## src/rtl/wb_port_arbiter.sv

```systemverilog
// ============================================================================
// wb_port_arbiter: schedules the register-file write port among ALU/LSU/MUL/DIV
// Rev 1.0
// ============================================================================
`default_nettype none

module wb_port_arbiter #(
  parameter int REG_WIDTH    = 5,
  parameter int DATA_WIDTH   = 32,
  parameter int DIV_Q_DEPTH  = 2,
  parameter int STARVE_LIMIT = 4
) (
  input  logic                           clk,
  input  logic                           rst_n,
  input  logic                           flush,
  input  logic                           alu_wb_valid,
  input  logic [REG_WIDTH-1:0]           alu_wb_rd,
  input  logic [DATA_WIDTH-1:0]          alu_wb_data,
  input  logic                           lsu_wb_valid,
  input  logic [REG_WIDTH-1:0]           lsu_wb_rd,
  input  logic [DATA_WIDTH-1:0]          lsu_wb_data,
  input  logic                           mul_wb_valid,
  input  logic [REG_WIDTH-1:0]           mul_wb_rd,
  input  logic [DATA_WIDTH-1:0]          mul_wb_data,
  input  logic                           div_wb_valid,
  output logic                           div_wb_ready,
  input  logic [REG_WIDTH-1:0]           div_wb_rd,
  input  logic [DATA_WIDTH-1:0]          div_wb_data,
  output logic                           wb_wr_en,
  output logic [REG_WIDTH-1:0]           wb_rd,
  output logic [DATA_WIDTH-1:0]          wb_data,
  output logic                           ix_wb_stall,
  output logic                           collision_err,
  output logic [$clog2(DIV_Q_DEPTH):0]   div_q_count
);

  localparam int PTR_W = $clog2(DIV_Q_DEPTH);
  localparam int CNT_W = PTR_W + 1;
  localparam int STV_W = $clog2(STARVE_LIMIT + 1);

  localparam logic [1:0] ST_IDLE  = 2'd0;
  localparam logic [1:0] ST_WAIT  = 2'd1;
  localparam logic [1:0] ST_FORCE = 2'd2;

  logic                  fixed_any;
  logic                  collision_hit;
  logic                  q_empty;
  logic                  div_acc;
  logic                  slot_free;
  logic                  div_pop;
  logic                  div_bypass;
  logic                  div_push;

  logic                  win_valid;
  logic [REG_WIDTH-1:0]  win_rd;
  logic [DATA_WIDTH-1:0] win_data;

  logic                  wb_wr_en_q, wb_wr_en_d;
  logic [REG_WIDTH-1:0]  wb_rd_q, wb_rd_d;
  logic [DATA_WIDTH-1:0] wb_data_q, wb_data_d;
  logic                  collision_q, collision_d;

  logic [REG_WIDTH-1:0]  mem_rd_q   [DIV_Q_DEPTH];
  logic [DATA_WIDTH-1:0] mem_data_q [DIV_Q_DEPTH];
  logic [PTR_W-1:0]      head_q, head_d;
  logic [PTR_W-1:0]      tail_q, tail_d;
  logic [CNT_W-1:0]      count_q, count_d;

  logic [1:0]            state_q, state_d;
  logic [STV_W-1:0]      starve_q, starve_d;
  logic [STV_W-1:0]      starve_inc;

  assign fixed_any     = alu_wb_valid | lsu_wb_valid | mul_wb_valid;
  assign collision_hit = (alu_wb_valid & lsu_wb_valid) |
                         (alu_wb_valid & mul_wb_valid) |
                         (lsu_wb_valid & mul_wb_valid);
  assign q_empty       = (count_q == '0);

  // Ready deliberately ignores a same-cycle pop to keep it off the winner path.
  assign div_wb_ready  = rst_n && !flush && (count_q < CNT_W'(DIV_Q_DEPTH));
  assign div_acc       = div_wb_valid && div_wb_ready;
  assign slot_free     = !fixed_any && !flush;
  assign div_pop       = slot_free && !q_empty;
  assign div_bypass    = slot_free && q_empty && div_acc;
  assign div_push      = div_acc && !div_bypass;

  always_comb begin
    win_valid = 1'b0;
    win_rd    = '0;
    win_data  = '0;
    if (mul_wb_valid) begin
      win_valid = 1'b1;
      win_rd    = mul_wb_rd;
      win_data  = mul_wb_data;
    end else if (lsu_wb_valid) begin
      win_valid = 1'b1;
      win_rd    = lsu_wb_rd;
      win_data  = lsu_wb_data;
    end else if (alu_wb_valid) begin
      win_valid = 1'b1;
      win_rd    = alu_wb_rd;
      win_data  = alu_wb_data;
    end else if (div_pop) begin
      win_valid = 1'b1;
      win_rd    = mem_rd_q[head_q];
      win_data  = mem_data_q[head_q];
    end else if (div_bypass) begin
      win_valid = 1'b1;
      win_rd    = div_wb_rd;
      win_data  = div_wb_data;
    end
  end

  // x0 still consumes the slot; only the enable is suppressed.
  always_comb begin
    wb_wr_en_d  = win_valid && (win_rd != '0);
    wb_rd_d     = win_valid ? win_rd : wb_rd_q;
    wb_data_d   = win_valid ? win_data : wb_data_q;
    collision_d = collision_q | collision_hit;
  end

  always_ff @(posedge clk) begin
    if (!rst_n) begin
      wb_wr_en_q  <= 1'b0;
      wb_rd_q     <= '0;
      wb_data_q   <= '0;
      collision_q <= 1'b0;
    end else begin
      wb_wr_en_q  <= wb_wr_en_d;
      wb_rd_q     <= wb_rd_d;
      wb_data_q   <= wb_data_d;
      collision_q <= collision_d;
    end
  end

  always_comb begin
    head_d  = head_q;
    tail_d  = tail_q;
    count_d = count_q;
    if (flush) begin
      head_d  = '0;
      tail_d  = '0;
      count_d = '0;
    end else begin
      if (div_pop) begin
        head_d = head_q + PTR_W'(1);
      end
      if (div_push) begin
        tail_d = tail_q + PTR_W'(1);
      end
      case ({div_push, div_pop})
        2'b10:   count_d = count_q + CNT_W'(1);
        2'b01:   count_d = count_q - CNT_W'(1);
        default: count_d = count_q;
      endcase
    end
  end

  always_ff @(posedge clk) begin
    if (!rst_n) begin
      head_q  <= '0;
      tail_q  <= '0;
      count_q <= '0;
    end else begin
      head_q  <= head_d;
      tail_q  <= tail_d;
      count_q <= count_d;
    end
  end

  always_ff @(posedge clk) begin
    if (div_push) begin
      mem_rd_q[tail_q]   <= div_wb_rd;
      mem_data_q[tail_q] <= div_wb_data;
    end
  end

  always_ff @(posedge clk) begin
    if (!rst_n) begin
      state_q  <= ST_IDLE;
      starve_q <= '0;
    end else begin
      state_q  <= state_d;
      starve_q <= starve_d;
    end
  end

  assign starve_inc = starve_q + STV_W'(1);

  always_comb begin
    state_d  = state_q;
    starve_d = starve_q;
    if (flush) begin
      state_d  = ST_IDLE;
      starve_d = '0;
    end else begin
      case (state_q)
        ST_IDLE: begin
          starve_d = '0;
          if (div_push) begin
            state_d = ST_WAIT;
          end
        end
        ST_WAIT: begin
          if (div_pop) begin
            starve_d = '0;
            if (count_d == '0) begin
              state_d = ST_IDLE;
            end
          end else begin
            starve_d = starve_inc;
            if (starve_inc >= STV_W'(STARVE_LIMIT)) begin
              state_d = ST_FORCE;
            end
          end
        end
        ST_FORCE: begin
          if (div_pop) begin
            starve_d = '0;
            state_d  = (count_d == '0) ? ST_IDLE : ST_WAIT;
          end
        end
        default: begin
          state_d  = ST_IDLE;
          starve_d = '0;
        end
      endcase
    end
  end

  always_comb begin
    ix_wb_stall = (state_q == ST_FORCE);
  end

  assign wb_wr_en      = wb_wr_en_q;
  assign wb_rd         = wb_rd_q;
  assign wb_data       = wb_data_q;
  assign collision_err = collision_q;
  assign div_q_count   = count_q;

endmodule

`default_nettype wire
```

## config.mk

```make
export PLATFORM = sky130hd
export DESIGN_NAME = wb_port_arbiter
export DESIGN_NICKNAME = d
export VERILOG_FILES = /design/src/rtl/wb_port_arbiter.sv
export SDC_FILE = /design/constraint.sdc
export NUM_CORES = 1
export LEC_CHECK = 0
export CAP_MARGIN = 10
export CELL_PAD_IN_SITES_DETAIL_PLACEMENT = 1
export CELL_PAD_IN_SITES_GLOBAL_PLACEMENT = 1
export CORE_ASPECT_RATIO = 1.4
export CORE_MARGIN = 2
export CORE_UTILIZATION = 53
export CTS_CLUSTER_SIZE = 40
export DETAILED_ROUTE_END_ITERATION = 6
export DONT_BUFFER_PORTS = 1
export GPL_ROUTABILITY_DRIVEN = 0
export PLACE_DENSITY = 0.9
export REMOVE_ABC_BUFFERS = 1
export SLEW_MARGIN = 20
export SYNTH_ARGS = -nofsm -noshare
export SYNTH_HDL_FRONTEND = slang
export SYNTH_SLANG_ARGS = --single-unit
```

## constraint.sdc

```tcl
create_clock -name clk -period 4.12 [get_ports clk]
set_input_delay 0.412 -clock clk [delete_from_list [all_inputs] [get_ports clk]]
set_output_delay 0.412 -clock clk [all_outputs]
set_load 0.02 [all_outputs]
```

======== After elaboration in Yosys (flattened, before gate mapping) ========
Memory sizes are Yosys's and may differ from the RTL's. A register that Yosys moved wholly into a read port is not among the register bits.
Cells that the tools add are included.
cells by class
  add/subtract/negate cells ............... 5
  multiply operators ...................... 0
  divide/modulo/power cells ............... 0
  order comparisons ....................... 2
  eq/ne operators ......................... 8
  shift-type cells ........................ 0
  muxes and demuxes ....................... 33
  bitwise gates (word level) .............. 9
  reduce and logical (&&, ||, !) cells .... 19
operators with widths
  operator               count
  $mux W32               5
  $mux W5                5
  $mux W1                12
  $mux W2                6
  $logic_and A1 B1 Y1    9
  $logic_not A2 Y1       3
  $mux W3                2
  $ne A3 B3 Y1 const B   2
  $pmux W2 S3            1
  $pmux W3 S2            1
  $or A1 B1 Y1           5
  $reduce_bool A5 Y1     1
  $eq A2 B1 Y1 const B   2
  $eq A2 B2 Y1 const B   2
  $logic_not A1 Y1       4
  $pmux W2 S2            1
  $reduce_and A4 Y1      1
  $add A3 B1 Y3 const B  1
  $and A1 B1 Y1          3
  $ge A3 B3 Y1 const B   1
  $add A1 B1 Y1 const B  2
  $add A2 B1 Y2 const B  1
  $lt A2 B2 Y1 const B   1
  $ne A2 B1 Y1 const B   1
  4 further kinds        4
storage, ports and cells
  register bits ........................... 48
  latch bits .............................. 0
  RAM bits ................................ 74
  bits in read-only memories .............. 0
  input port bits ......................... 155
  output and inout port bits .............. 43
  logic and storage cells ................. 87
  memories ................................ 2
memories
  memory      depth  bits a word  read ports  clocked after Yosys merged registers in  write ports  RTL line  RTL
  mem_data_q  2      32           1           1                                        1            64        logic [DATA_WIDTH-1:0] mem_data_q [DIV_Q_DEPTH];
  mem_rd_q    2      5            1           1                                        1            63        logic [REG_WIDTH-1:0] mem_rd_q [DIV_Q_DEPTH];

======== Longest topological paths before layout ========
Gate-level depths: netlist of the first run.
  word-level depth ........................ 15
  mapped depth ............................ 10
  depth with buffers taken out ............ 9

======== Least setup slack after synthesis of the first run ========
No wires, ideal clock.
  path type ............................... reg-to-reg
  from .................................... register count_q[1] (netlist: div_q_count[1])
  to ...................................... memory mem_data_q[0][0], enable pin
  setup time .............................. 0.431 ns
  arrival ................................. 2.493 ns
  setup slack ............................. 1.196 ns
  stages on the path, launching flop included .. 4
  path buffers ............................ 0
  period minus slack after synthesis ...... 2.924 ns
  cell sequence ........................... dfxtp_1 > nor4bb_1 > nand2_1 > nor2_1
between the ends
  word-level cells in the longest chain between the ends .. 8
  elaborated cells between the ends (all ways) .. 10
ends and longest elaborated chain
  what                             RTL line  RTL
  start, declared                  67        logic [CNT_W-1:0] count_q, count_d;
  start signal, assigned           167       count_q <= count_d;
  $lt A2 B2 Y1                     80        assign div_wb_ready = rst_n && !flush && (count_q < CNT_W'(DIV_Q_DEPTH));
  $logic_and A1 B1 Y1              80
  $logic_and A1 B1 Y1              81        assign div_acc = div_wb_valid && div_wb_ready;
  $logic_and A1 B1 Y1              84        assign div_bypass = slot_free && q_empty && div_acc;
  $logic_not A1 Y1                 85        assign div_push = div_acc && !div_bypass;
  $logic_and A1 B1 Y1 *            85
  $mux W1 *                        172       if (div_push) begin
  $mux W1 (implied by the code) *  174       mem_data_q[tail_q] <= div_wb_data;
  end, declared                    64
Mark *: on every way between the ends. The rest lies on a longest branch, timed or not.

======== Worst setup path in the final report of the first run ========
  from .................................... register count_q[1] (netlist: div_q_count[1])
  to ...................................... register wb_data_q[12] (netlist: wb_data[12])
between the ends
  word-level cells in the longest chain between the ends .. 9
  elaborated cells between the ends (all ways) .. 18
ends and longest elaborated chain
  what                                 RTL line  RTL
  $lt A2 B2 Y1                         80
  $logic_and A1 B1 Y1                  80
  $logic_and A1 B1 Y1                  81
  $logic_and A1 B1 Y1                  84
  $mux W32 or $mux W1 (tied branches)  107       end else if (div_bypass) begin
  $mux W32 or $mux W1 (tied branches)  103       end else if (div_pop) begin
  $mux W32 or $mux W1 (tied branches)  99        end else if (alu_wb_valid) begin
  $mux W32 or $mux W1 (tied branches)  95        end else if (lsu_wb_valid) begin
  $mux W32 or $mux W1 (tied branches)  91        if (mul_wb_valid) begin
  end signal, assigned                 131       wb_data_q <= wb_data_d;
  end, declared                        60        logic [DATA_WIDTH-1:0] wb_data_q, wb_data_d;
Parallel ways exist; a longest one is shown, timed or not.
A chain may end at the register's enable or synchronous reset.

==> flow_summary.json, run 1 <==
{
  "diodes": 0,
  "rsz0062_at_grt": "false",
  "start_kind": "flop",
  "finalSetupViolations": 0,
  "p_int_uw": 2370,
  "synth_edf_count": 74,
  "clkLatencyLatePin_ns": 0.41,
  "grt.total_usage_pct": 26.1,
  "crit_start": "div_q_count[1]",
  "grt_pass1_vias": 4533,
  "r2r_end": "wb_data[12]",
  "avgViaCountPerCell": 6.72,
  "netlist_area_um2": 5890,
  "layout_commonest_cell": "edfxtp_1",
  "vias": 4218,
  "fin_crit_ns": 2.73,
  "place_ws_ns": 1.46,
  "crit_end": "wb_data[12]",
  "gr-total-overflow": 0,
  "crit_arrival_ns": 3.08,
  "r2r-start": "div_q_count[1]",
  "path_cells": "nor4bb_1 > and3_1 > buf_4 > a221oi_1 > o31ai_1 > a32o_1",
  "p_leak_uw": 0.00211,
  "instances_no_fill": 628,
  "drtPass1Iterations": 4,
  "core-area_um2": 10900,
  "cts_hold_buf": 0,
  "io_pins": 198,
  "wl_per_cell_um": 25.1,
  "multi_input_area_um2": 2450,
  "die_w_um": 93.1,
  "finalClockSkew_ns": 0.00981,
  "hold_viol_final": 0,
  "die_y_um": 129,
  "dp_cells": 594,
  "synth_warnings": 0,
  "hpwl_mm": 9.84,
  "worst_pin_slew_ns": 0.884,
  "cts_max_path_buffers": 2,
  "antenna_found_initial": 0,
  "path_class": "flop to flop",
  "num_rows": 45,
  "synth_seq_cells": 123,
  "tritoncts": "yes",
  "route.detailed.drc": 0,
  "slowest_delay_ns": 0.68,
  "ant_nets": 0,
  "final_util_pct": 59.7,
  "grt_max_degree": 80,
  "fillerInstances": 1088,
  "syn_area_per_cell_um2": 11.9,
  "wirelength_mm": 15.8,
  "endpoint_kind": "flop",
  "hold_class": "input pin to flop",
  "dieArea_um2": 12000,
  "cts_sinks": 123,
  "synth_ff_type": "edfxtp_1",
  "ctsRootBufferMaster": "clkbuf_16",
  "cp_max_fo": 23,
  "ir_worst_vdd_mv": 0.342,
  "synthToLayoutAreaGrowth_pct": 10.3,
  "initial_core_util_pct": 54.2,
  "whs_path_depth": 0,
  "nets": 631,
  "postCtsSetupBuffers": 0,
  "ys_types": 44,
  "switching_share_pct": 21.7,
  "yosysSeqAreaShare_pct": 54.4,
  "ff2ff_path_depth": 6,
  "power.density_nw_per_um2": 466,
  "seq_power_share_pct": 46.9,
  "slew_headroom_pct": 41.1,
  "postSynthCellCount": 494,
  "cts_resized": 0,
  "post-route-period-util_pct": 66.4,
  "grt_pass1_wl_mm": 23.7,
  "fmax_mhz": 366,
  "setup_slack_ns": 1.39,
  "worstPathRequired_ns": 4.47,
  "drv_cap": 0,
  "async_flop_share_pct": 0,
  "path_clk_slew_ns": 0.05,
  "critPathSlowestCell": "and3_1",
  "p_switching_uw": 657,
  "outcome": "finished clean",
  "cts_buffers": 17,
  "htree_levels": 4,
  "port_buffers": 0,
  "layout_common_cells": "edfxtp_1, dfxtp_1, a21oi_1",
  "worst-r2r-setup-slack_ns": 1.39,
  "combPwrFrac_pct": 5.4,
  "drive_above_1_share_pct": 16.6,
  "drt_iter0_drc": 237,
  "slew_violations": 0,
  "p_clk_share_pct": 47.6,
  "seqCellArea_um2": 3200,
  "tns_ns": 0
}
-- metrics by stage --
step	power (uW)	area, um^2	hold slack [ns]
2_1_floorplan	1560	5650	0.467
3_3_place_gp	1590	5870	0.481
3_5_place_dp	1600	5870	0.503
4_1_cts	3040	6440	0.0800
5_1_grt	3120	6490	0.0730
6_report	3020	6490	0.0934
-- critical path, delay by kind of cell, from the launching register on --
family,cells,cell delay (ns)
compound gates,3,0.72
buf+inv,1,0.41
flops,1,0.44
simple gates,2,1.09
-- sequential cells by signal, indices dropped and copies added (netlist names), 2 cells and up, named ones only --
signal,count
div_q_count,2
mem_data_q,64
mem_rd_q,10
starve_q,3
state_q,2
wb_data,32
wb_rd,5
-- worst min path at each step --
| stage | slack, ns | to | startpoint |
|---|---|---|---|
| after floorplan | 0.47 | starve_q[2] | starve_q[2] |
| after global placement | 0.48 | starve_q[2] | starve_q[2] |
| after detailed placement | 0.50 | flop | head_q |
| after CTS | 0.08 | mem_data_q[0][13] | div_wb_data[13] |
| after global routing | 0.07 | mem_data_q[1][22] | div_wb_data[22] |
| final | 0.09 | mem_data_q[1][28] | div_wb_data[28] |
-- routing by layer --
| layer | track usage, % | wire [um] | part of all wire [%] | vias up |
|---|---|---|---|---|
| met3 | 9.43 | 1140 | 7.2 | 30 |
| met5 | 0 | 0 | 0 | - |
| met2 | 47.1 | 8730 | 55 | 177 |
| li1 | - | - | - | 1896 |
| met1 | 27.3 | 5480 | 35 | 2115 |
| met4 | 11.2 | 415 | 2.6 | 0 |
-- power by group through the flow --
| stage | logic, uW | registers, uW | clock network [uW] |
|---|---|---|---|
| after floorplan | 128 | 1430 | 0 |
| after global placement | 148 | 1440 | 0 |
| after detailed placement | 160 | 1440 | 0 |
| after CTS | 163 | 1420 | 1460 |
| after global routing | 182 | 1420 | 1510 |
| final | 165 | 1420 | 1440 |
-- cell families after synthesis --
kind of cell,synth area share (%)
buffers and inverters,4.23
and+or+nand+nor,12.2
DFF,54.4
adders and majority gates,0.425
xor gates and xnor gates,0.744
AOI/OAI and AO/OA,21.0
muxes,7.08
-- synthesized netlist by cell type (all sizes together) (2+ instances only) --
cell type | instances | area [um^2]
xnor2 | 4 | 35.0
buf | 18 | 139
o22ai | 3 | 18.8
a221o | 3 | 30.0
nor2 | 16 | 62.6
dfxtp | 49 | 981
edfxtp | 74 | 2220
o21a | 2 | 15.0
nor2b | 37 | 231
mux2 | 37 | 417
a221oi | 33 | 289
o31ai | 32 | 240
nand2 | 11 | 41.3
nor4bb | 2 | 20.0
a22oi | 4 | 30.0
nand3b | 3 | 22.5
clkbuf | 27 | 103
o21ai | 5 | 25.0
inv | 2 | 7.51
nand2b | 37 | 231
a21oi | 40 | 200
or3 | 2 | 17.5
a21boi | 4 | 30.0
a32o | 33 | 330
ha | 2 | 25.0
nor3 | 3 | 25.0
-- cell type report --
cell class | count | area share (%)
clock inverters | 9 | 1.46
clock buffers | 23 | 7.36
multi-input cells | 324 | 37.8
inverters | 2 | 0.116
well taps | 141 | 2.72
repair buffers | 6 | 1.19
flip-flops and latches | 123 | 49.4
No activity file was read; power rests on OpenSTA's default activity.
==> run 2: changes to the inputs <==
--- a/config.mk
+++ b/config.mk
@@ -10,12 +10,12 @@
 export CELL_PAD_IN_SITES_GLOBAL_PLACEMENT = 1
 export CORE_ASPECT_RATIO = 1.4
 export CORE_MARGIN = 2
-export CORE_UTILIZATION = 53
+export CORE_UTILIZATION = 44
 export CTS_CLUSTER_SIZE = 40
 export DETAILED_ROUTE_END_ITERATION = 6
 export DONT_BUFFER_PORTS = 1
 export GPL_ROUTABILITY_DRIVEN = 0
-export PLACE_DENSITY = 0.9
+export PLACE_DENSITY = 0.8
 export REMOVE_ABC_BUFFERS = 1
 export SLEW_MARGIN = 20
 export SYNTH_ARGS = -nofsm -noshare
==> constraint.sdc (replaced) <==
create_clock -name clk -period 2.4 [get_ports clk]
set_input_delay 0.24 -clock clk [delete_from_list [all_inputs] [get_ports clk]]
set_output_delay 0.24 -clock clk [all_outputs]
set_load 0.02 [all_outputs]
==> flow_summary.json, run 2 (synthesis results as in run 1) <==
{
  "path_cells": "nor4_1 > nand2_1 > nand2_1 > ha_1 > nand2b_1 > a21oi_1 > or4_4 > a32o_1 > nor3_2",
  "r2r_end": "state_q[0]",
  "core-area_um2": 13200,
  "r2r-start": "div_q_count[1]",
  "finalClockSkew_ns": 0.0109,
  "cts_max_path_buffers": 2,
  "critPathSlowestCell": "or4_4",
  "vias": 4477,
  "avgViaCountPerCell": 6.24,
  "drive_above_1_share_pct": 17.6,
  "slew_violations": 0,
  "wl_per_cell_um": 24.1,
  "die_y_um": 141,
  "p_int_uw": 4220,
  "fmax_mhz": 434,
  "rsz0062_at_grt": "true",
  "htree_levels": 4,
  "start_kind": "flop",
  "whs_path_depth": 2,
  "drt_iter0_drc": 145,
  "layout_commonest_cell": "edfxtp_1",
  "cts_sinks": 123,
  "tritoncts": "yes",
  "p_leak_uw": 0.00234,
  "worstPathRequired_ns": 2.74,
  "route.detailed.drc": 0,
  "hold_viol_final": 0,
  "slew_headroom_pct": 54.8,
  "ir_worst_vdd_mv": 0.462,
  "min_from": "mul_wb_valid",
  "p_total_uw": 5400,
  "synthToLayoutAreaGrowth_pct": 19.5,
  "power.density_nw_per_um2": 767,
  "fin_crit_ns": 2.30,
  "die_w_um": 102,
  "ant_nets": 0,
  "crit_arrival_ns": 2.64,
  "num_rows": 50,
  "grt.total_usage_pct": 24.2,
  "layout_common_cells": "edfxtp_1, dfxtp_1, a21oi_1",
  "seq_power_share_pct": 45.1,
  "grt_pass1_vias": 4971,
  "path_clk_slew_ns": 0.06,
  "path_class": "flop to flop",
  "post-route-period-util_pct": 96.0,
  "port_buffers": 0,
  "cpMostUsedCell": "nand2_1",
  "finalSetupViolations": 0,
  "regMostFlops": "mem_data_q",
  "multi_input_area_um2": 2470,
  "drtPass1Iterations": 4,
  "largest_reg_flops": 64,
  "outcome": "finished clean",
  "fillerInstances": 1358,
  "combPwrFrac_pct": 6.6,
  "tns_ns": 0,
  "io_pins": 198,
  "hold_class": "input pin to flop",
  "switching_share_pct": 21.8,
  "seqCellArea_um2": 3200,
  "postCtsSetupBuffers": 0,
  "dieArea_um2": 14300,
  "worst_pin_slew_ns": 0.676,
  "grt_max_degree": 80,
  "cp_max_fo": 5,
  "initial_core_util_pct": 44.6,
  "min_to": "wb_data[16]",
  "p_clk_share_pct": 48.4,
  "p_switching_uw": 1180,
  "endpoint_kind": "flop",
  "antenna_found_initial": 2,
  "slowest_delay_ns": 0.44,
  "final_util_pct": 53.3,
  "cts_buffers": 17,
  "hpwl_mm": 10.7,
  "grt_pass1_wl_mm": 26.3,
  "ff2ff_path_depth": 9,
  "ctsRootBufferMaster": "clkbuf_16",
  "gr-total-overflow": 0,
  "clkLatencyLatePin_ns": 0.41,
  "nets": 679,
  "worst-r2r-setup-slack_ns": 0.1,
  "wirelength_mm": 17.3,
  "drv_cap": 0
}
==> run 2: how the worst max path moves through the flow <==
stage / from / endpoint
after CTS: div_q_count[1] / state_q[0]
after global routing: div_q_count[1] / state_q[0]
after floorplan: div_q_count[1] / wb_data[20]
final: div_q_count[1] / state_q[0]
after detailed placement: div_q_count[1] / state_q[0]
after global placement: div_q_count[1] / state_q[0]
==> run 2: critical path, delay by kind of cell, from the launching register on <==
| family | cells | cell delay (ns) |
|---|---|---|
| AOI/OAI and AO/OA | 2 | 0.34 |
| adders and majority gates | 1 | 0.23 |
| DFF | 1 | 0.36 |
| and+or+nand+nor | 6 | 1.31 |
==> run 2: power groups by stage <==
stage / Combinational, uW / Sequential (uW) / Clock (uW)
after floorplan: 219 / 2460 / 0
after global placement: 267 / 2470 / 0
after detailed placement: 284 / 2480 / 0
after CTS: 350 / 2430 / 2650
after global routing: 388 / 2440 / 2730
final: 355 / 2430 / 2610
==> run 2: layer usage <==
layer  part of all wire (%)  GRT usage [%]
met1                     37           27.2
met2                     54           42.1
met3                    5.0           5.06
met4                    3.4           12.8
met5                  0.046              0
==> run 2: layout make-up <==
class	instances	area share [%]
repair buffers	54	7.52
clock buffers	24	6.84
multi-input cells	324	35.1
inverters	2	0.107
diodes	1	0.0355
well taps	182	3.23
flip-flops and latches	123	45.5
clock inverters	8	1.65
==> run 2: stage by stage <==
step / cell area, um^2 / hold slack [ns] / std cells / setup slack [ns]
2_1_floorplan: 5650 / 0.339 / 449 / -1.03
3_3_place_gp: 6040 / 0.339 / 647 / 0.242
3_5_place_dp: 6040 / 0.339 / 647 / 0.0884
4_1_cts: 7020 / 0.0591 / 717 / 0.0701
5_1_grt: 7040 / 0.0703 / 718 / -0.0409
6_report: 7040 / 0.0711 / 718 / 0.0953
==> run 2: what timing repair did <==
item                                    in CTS  in global routing
endpoints found under the hold margin       81                  0
endpoints found under the setup margin       0                 33
resized for setup                            0                  3
hold buffers                                38                  0
